$ cat config.mk
export PLATFORM = sky130hd
export DESIGN_NAME = button_conditioner_bank
export DESIGN_NICKNAME = d
export VERILOG_FILES = /design/src/rtl/button_conditioner_bank.sv
export SDC_FILE = /design/constraint.sdc
export NUM_CORES = 1
export LEC_CHECK = 0
export CAP_MARGIN = 20
export CORE_ASPECT_RATIO = 0.75
export CORE_MARGIN = 5
export CORE_UTILIZATION = 60
export DETAILED_ROUTE_END_ITERATION = 10
export GPL_TIMING_DRIVEN = 0
export PLACE_DENSITY = 0.82
export SLEW_MARGIN = 25
export SYNTH_ARGS = -nofsm -noshare
export SYNTH_HDL_FRONTEND = slang
export SYNTH_SLANG_ARGS = --single-unit
$ cat constraint.sdc
create_clock -name clk -period 6.75 [get_ports clk]
set_input_delay 0.675 -clock clk [delete_from_list [all_inputs] [get_ports clk]]
set_output_delay 0.675 -clock clk [all_outputs]
set_load 0.005 [all_outputs]
$ cat src/rtl/button_conditioner_bank.sv
// button_conditioner_bank
// N-channel push-button conditioner. Each channel has a two-flop synchroniser,
// a stable-count debouncer, one-cycle press/release strobes and an optional
// hold-to-auto-repeat on the press strobe.
module button_conditioner_bank #(
  parameter int unsigned      N_CH            = 3,
  parameter int unsigned      DEBOUNCE_CYCLES = 500000,
  parameter int unsigned      REPEAT_DELAY    = 25000000,
  parameter int unsigned      REPEAT_RATE     = 5000000,
  parameter logic [N_CH-1:0]  REPEAT_EN       = '1,
  parameter logic [N_CH-1:0]  ACTIVE_LOW      = '0
) (
  input  logic            clk,
  input  logic            reset,
  input  logic [N_CH-1:0] btn_in,
  output logic [N_CH-1:0] btn_level,
  output logic [N_CH-1:0] btn_press,
  output logic [N_CH-1:0] btn_release,
  output logic [N_CH-1:0] btn_repeat,
  output logic            any_press
);

  localparam int unsigned DCNT_W = (DEBOUNCE_CYCLES > 1) ? $clog2(DEBOUNCE_CYCLES) : 1;
  localparam int unsigned RMAX   = (REPEAT_DELAY > REPEAT_RATE) ? REPEAT_DELAY : REPEAT_RATE;
  localparam int unsigned RCNT_W = (RMAX > 1) ? $clog2(RMAX) : 1;

  localparam logic [DCNT_W-1:0] DCNT_LAST = DCNT_W'(DEBOUNCE_CYCLES - 1);
  localparam logic [RCNT_W-1:0] RDLY_LAST = RCNT_W'(REPEAT_DELAY - 1);
  localparam logic [RCNT_W-1:0] RATE_LAST = RCNT_W'(REPEAT_RATE - 1);

  typedef enum logic [1:0] {
    ST_RELEASED,
    ST_HELD,
    ST_HOLD_DELAY,
    ST_REPEATING
  } state_t;

  for (genvar g = 0; g < int'(N_CH); g++) begin : g_ch
    logic                r_sync1;
    logic                r_sync2;
    logic [DCNT_W-1:0]   r_dcnt;
    logic                r_level;
    logic [RCNT_W-1:0]   r_rcnt;
    logic                r_press;
    logic                r_release;
    state_t              r_state;
    logic                w_flip;
    logic                w_rise;
    logic                w_fall;

    // Two-flop synchroniser; polarity normalised so 1 always means pressed
    always_ff @(posedge clk) begin
      if (reset) begin
        r_sync1 <= 1'b0;
        r_sync2 <= 1'b0;
      end else begin
        r_sync1 <= btn_in[g] ^ ACTIVE_LOW[g];
        r_sync2 <= r_sync1;
      end
    end

    // The FSM reacts to the debounced edge in the same cycle the level flips,
    // so strobes line up with btn_level rather than trailing it by one cycle.
    always_comb begin
      w_flip = (r_sync2 != r_level) && (r_dcnt == DCNT_LAST);
      w_rise = w_flip && r_sync2;
      w_fall = w_flip && !r_sync2;
    end

    // Stable-count debounce: any agreement with the current level restarts the count
    always_ff @(posedge clk) begin
      if (reset) begin
        r_dcnt  <= '0;
        r_level <= 1'b0;
      end else if (r_sync2 == r_level) begin
        r_dcnt  <= '0;
      end else if (r_dcnt == DCNT_LAST) begin
        r_level <= r_sync2;
        r_dcnt  <= '0;
      end else begin
        r_dcnt  <= r_dcnt + 1'b1;
      end
    end

    // Press/release strobes and hold-to-repeat sequencing; release beats repeat expiry
    always_ff @(posedge clk) begin
      if (reset) begin
        r_state   <= ST_RELEASED;
        r_rcnt    <= '0;
        r_press   <= 1'b0;
        r_release <= 1'b0;
      end else begin
        r_press   <= 1'b0;
        r_release <= 1'b0;
        case (r_state)
          ST_RELEASED: begin
            if (w_rise) begin
              r_press <= 1'b1;
              r_rcnt  <= '0;
              r_state <= REPEAT_EN[g] ? ST_HOLD_DELAY : ST_HELD;
            end
          end
          ST_HELD: begin
            if (w_fall) begin
              r_release <= 1'b1;
              r_rcnt    <= '0;
              r_state   <= ST_RELEASED;
            end
          end
          ST_HOLD_DELAY: begin
            if (w_fall) begin
              r_release <= 1'b1;
              r_rcnt    <= '0;
              r_state   <= ST_RELEASED;
            end else if (r_rcnt == RDLY_LAST) begin
              r_press <= 1'b1;
              r_rcnt  <= '0;
              r_state <= ST_REPEATING;
            end else begin
              r_rcnt  <= r_rcnt + 1'b1;
            end
          end
          ST_REPEATING: begin
            if (w_fall) begin
              r_release <= 1'b1;
              r_rcnt    <= '0;
              r_state   <= ST_RELEASED;
            end else if (r_rcnt == RATE_LAST) begin
              r_press <= 1'b1;
              r_rcnt  <= '0;
            end else begin
              r_rcnt  <= r_rcnt + 1'b1;
            end
          end
          default: begin
            r_rcnt  <= '0;
            r_state <= ST_RELEASED;
          end
        endcase
      end
    end

    assign btn_level[g]   = r_level;
    assign btn_press[g]   = r_press;
    assign btn_release[g] = r_release;
    assign btn_repeat[g]  = (r_state == ST_REPEATING);
  end

  assign any_press = |btn_press;

endmodule

# Word level (Yosys, flattened, before mapping)
# Cells that the tools add are included.
# word_totals
inputBits	5
output_inout_bits	13
ff_bits	153
# op_classes
n_reduce_logical	37
n_mux	57
eq_ne	36
add_sub_neg	6
n_bitwise	6
# ops
operator	count
$mux 25	18
$pmux 25 s4	3
$add 25x1->25 const B	3
$eq 25x23->1 const B	3
$eq 25x25->1 const B	3
$add 19x1->19 const B	3
$eq 19x19->1 const B	3
$mux 2	12
$reduce_or 3->1	7
$mux 1	18
$pmux 2 s3	3
$eq 2x2->1 const B	6
$ne 2x2->1 const B	6
$reduce_and 2->1	6
$reduce_or 2->1	6
$logic_and 1x1->1	9
$ne 3x3->1 const B	3
$pmux 1 s3	3
$reduce_and 3->1	3
$eq 2x1->1 const B	3
$logic_not 2->1	3
$ne 2x1->1 const B	3
$not 1->1	6
$eq 1x1->1	3
2 further kinds	6

# Logic depth before layout (Yosys ltp)
# logic_depth
depth_word	5
depth_mapped	9

# Least setup slack after synthesis
# OpenSTA, ideal clock, no wires.
# synth_timing
path_kind	reg2reg
start	register g_ch[2].r_dcnt[0]
end	register g_ch[2].r_rcnt[11]
arrival_time_ns	2.179
synth_period_minus_slack_ns	2.254
required_ns	6.676
setup_ns	0.074
n_path_buf	0
path_slack_ns	4.496
path_stages_with_launch	8
cell_sequence	dfxtp_1 ha_1 and4_1 nand4_1 o41ai_1 a211oi_1 or4b_1 a31oi_1
# synth_between
elab_chain_cells	5
# synth_rtl
item	line	rtl
from (decl)	41	logic [DCNT_W-1:0] r_dcnt;
from (signal assigned)	81	r_dcnt <= r_dcnt + 1'b1;
$eq 19x19->1 (*)	65	w_flip = (r_sync2 != r_level) && (r_dcnt == DCNT_LAST);
$logic_and 1x1->1 (*)	65	
$logic_and 1x1->1, on equally long branches	67, 66	
$mux 25 (tied with other cells)	124	if (w_fall) begin
$pmux 25 s4 or $reduce_and 2->1 (tied branches)	--	
to (signal assigned)	120	r_rcnt <= r_rcnt + 1'b1;
to (signal assigned)	132	r_rcnt <= r_rcnt + 1'b1;
to (decl)	43	logic [RCNT_W-1:0] r_rcnt;
# Mark *: on every way between the ends. The rest lies on a longest branch, timed or not.
# A chain may end at the register's enable or synchronous reset.

# Worst setup path after layout
# layout_timing
start	register g_ch[0].r_rcnt[2]
end	register g_ch[0].r_rcnt[22]
# layout_between
elab_chain_cells	4
# layout_rtl
item	line	rtl
from (decl)	43	
from (signal assigned)	120	
from (signal assigned)	132	
$add 25x1->25 (tied with other cells)	120, 132	
$mux 25, on equally long branches	128, 115	
$mux 25, on equally long branches	124, 111	
$pmux 25 s4 (*)	95	case (r_state)
# Marks and branches as above.

==> run metrics <==
status=finished clean; post-synthesis cell type count=64; crit path kind=reg2reg; Hold Crit Class=reg2reg; CTS Root Cell=clkbuf_16; ANT cells=0; Layout Skew=7.29 ps; P_leak=2.72 nW; Die Span Y=106 um; MaxCap Viol Count=0; Slew Limit Fails=0; hold depth=1; gr usage total=0.220; sequential area share after synthesis=0.419; IO buf count=17; crit-path max cell delay=430 ps; overflow left after global routing=0; Critical-path top delay cell=nor4_1; CP required=7030 ps; Final Util=0.703; Reg2Reg Depth=8; final WL=15.3 mm; Remaining DRCs=0; Levels on crit path=8; top post-synthesis cells by area=dfxtp_1 42%, nor2_1 7.7%, xor2_1 6.6%; hold_buf cts=0; Rows=34; starting DRC count in detailed routing=459; Post-DRT Antenna Nets=0; Synth top area share=0.419; most common cell after layout, fill and taps aside=dfxtp_1; cell mode on critical path=clkbuf_1; WP buf/inv=2; final setup violation count=0; final worst slack=4080 ps; total number of vias=6158; final setup TNS=0 ps; post-DR wirelength/cell=14.2 um; ys flop type=dfxtp_1; pwr/cell area=225 mW/mm^2; RD Place Congestion=0.835; peak supply drop=169 uV; Die X=137 um; Startpoint Class=register; postcts setup bufs=0; initial antenna violation count=0; Worst path top cell family by delay=simple AND/OR/NAND/NOR gates; initial core utilization=0.623; Detailed Place HPWL=10.5 mm; area grow syn2layout=12.9%; post-CTS sizing=0; vias per std cell=5.74; async set-or-reset flop fraction in the synthesized netlist=0; worst hold slack=454 ps; number of flops mapped to enable cells by yosys=0; vias in the first global route=5679; largest net degree at the start of global routing=17; worst slack at placement=3870 ps; Final Hold Vio Count=0; # H-tree levels=4; RSZ-0062 raised after global routing=no; CTS Buf Count=17; net count after synthesis=874; share of post-route cells with drive strength above 1=0.0659; critical-path cell list=and4_1 > clkbuf_1 > nand4_1 > nor4_1 > a211oi_1 > o21ai_1 > clkbuf_1 > nor2_1; CTS tree=built; Mean Syn Cell Area=8.47 um^2; Highest Clock Rate=374 MHz; Synth Warn #=0; worst slew pin tran=872 ps; Critical Path AT=2960 ps; final-stage net count=910; Post-Synthesis Cells=863; minimum clock period=2670 ps; Syn Std Cell Area=0.00731 mm^2; crit end category=register; Die Area=0.0145 mm^2; first drt pass iteration count=5; first-pass GRT wire length=26.4 mm; post-synth top area cell=dfxtp_1; Final Cycle Share=0.396; Slew headroom=0.415; commonest non-fill, non-tap cells in the layout=153 x dfxtp_1, 149 x nor2_1, 55 x nand2_1, 55 x xor2_1, 52 x nand3_1; worst skew pair latency=420 ps; floorplan core area=0.0117 mm^2; crit-path max FO=10; Clock Sinks=153; Longest Clk Path Bufs=2; clk slew on worst S/H paths=60 ps; Yosys reg bits=153; post-layout total power=1.85 mW; I/O pin cnt=18
==> Yosys cell counts (18+ instances only) <==
library cell  instances
and3_1               19
inv_1                18
clkbuf_1             21
dfxtp_1             153
o21ai_0              18
nor2_1              149
nand4_1              46
a21oi_1              18
xnor2_1              50
xor2_1               55
nand3_1              52
nor3_1               31
nand2_1              55
==> where the power goes <==
part	total (mW)	internal [mW]	switching, mW
Clock	0.923	0.567	0.356
Combinational	0.0239	0.00728	0.0166
Sequential	0.908	0.906	0.00232
Total	1.85	1.48	0.375
==> through the flow <==
step	std cells	instance area [um^2]
finish	1072	8250
global route	1072	8250
CTS	1072	8250
detailed placement	1042	7680
global placement	1042	7680
floorplan	863	7310
==> worst paths after layout <==
path | startpoint | to | slack (ps)
worst max-delay path | g_ch[0].r_rcnt[2] | g_ch[0].r_rcnt[22] | 4080
worst min register to register | g_ch[0].r_sync1 | g_ch[0].r_sync2 | 450
worst max register to register | g_ch[0].r_rcnt[2] | g_ch[0].r_rcnt[22] | 4080
worst min-delay path | g_ch[0].r_sync1 | g_ch[0].r_sync2 | 450
==> flip-flops by register name, summed over array words and instances, names as in the netlist <==
| signal | flops |
|---|---|
| g_ch.r_sync2 | 3 |
| g_ch.r_sync1 | 3 |
| g_ch.r_state | 6 |
| g_ch.r_rcnt | 75 |
| g_ch.r_level | 3 |
| g_ch.r_dcnt | 57 |
| g_ch.r_release | 3 |
| g_ch.r_press | 3 |
==> worst reg2reg max path, cell delays in order (launching register included) <==
cell and delay (ps):
dfxtp_1 420, and4_1 210, clkbuf_1 220, nand4_1 160, nor4_1 430, a211oi_1 200, o21ai_1 380, clkbuf_1 410
nor2_1 110
==> area by class of cell <==
| class | count | area, um^2 |
|---|---|---|
| flip-flops and latches | 153 | 3060 |
| plain buffers | 40 | 220 |
| repair buffers | 17 | 170 |
| fillers | 953 | 3490 |
| clock inverters | 8 | 96.3 |
| inverters | 19 | 71.3 |
| clock buffers | 22 | 474 |
| well taps | 162 | 203 |
| multi-input cells | 651 | 3960 |
==> layer usage <==
metal | vias up | routed length [um] | GRT usage
li1 | 3104 | - | -
met1 | 2872 | 7490 | 0.320
met2 | 166 | 6780 | 0.327
met3 | 16 | 797 | 0.0386
met4 | 0 | 200 | 0.0776
met5 | - | 0 | 0
==> cell families (layout without fill, tap and decap cells) <==
family / after synthesis / after routing / synth area share
xor gates and xnor gates: 105 / 105 / 0.126
buffers and inverters: 59 / 106 / 0.0399
AOI/OAI and AO/OA: 78 / 78 / 0.0705
and+or+nand+nor: 458 / 458 / 0.329
muxes: 4 / 4 / 0.00548
DFF: 153 / 153 / 0.419
adders and majority gates: 6 / 6 / 0.0103
No activity file was read; power rests on OpenSTA's default activity.
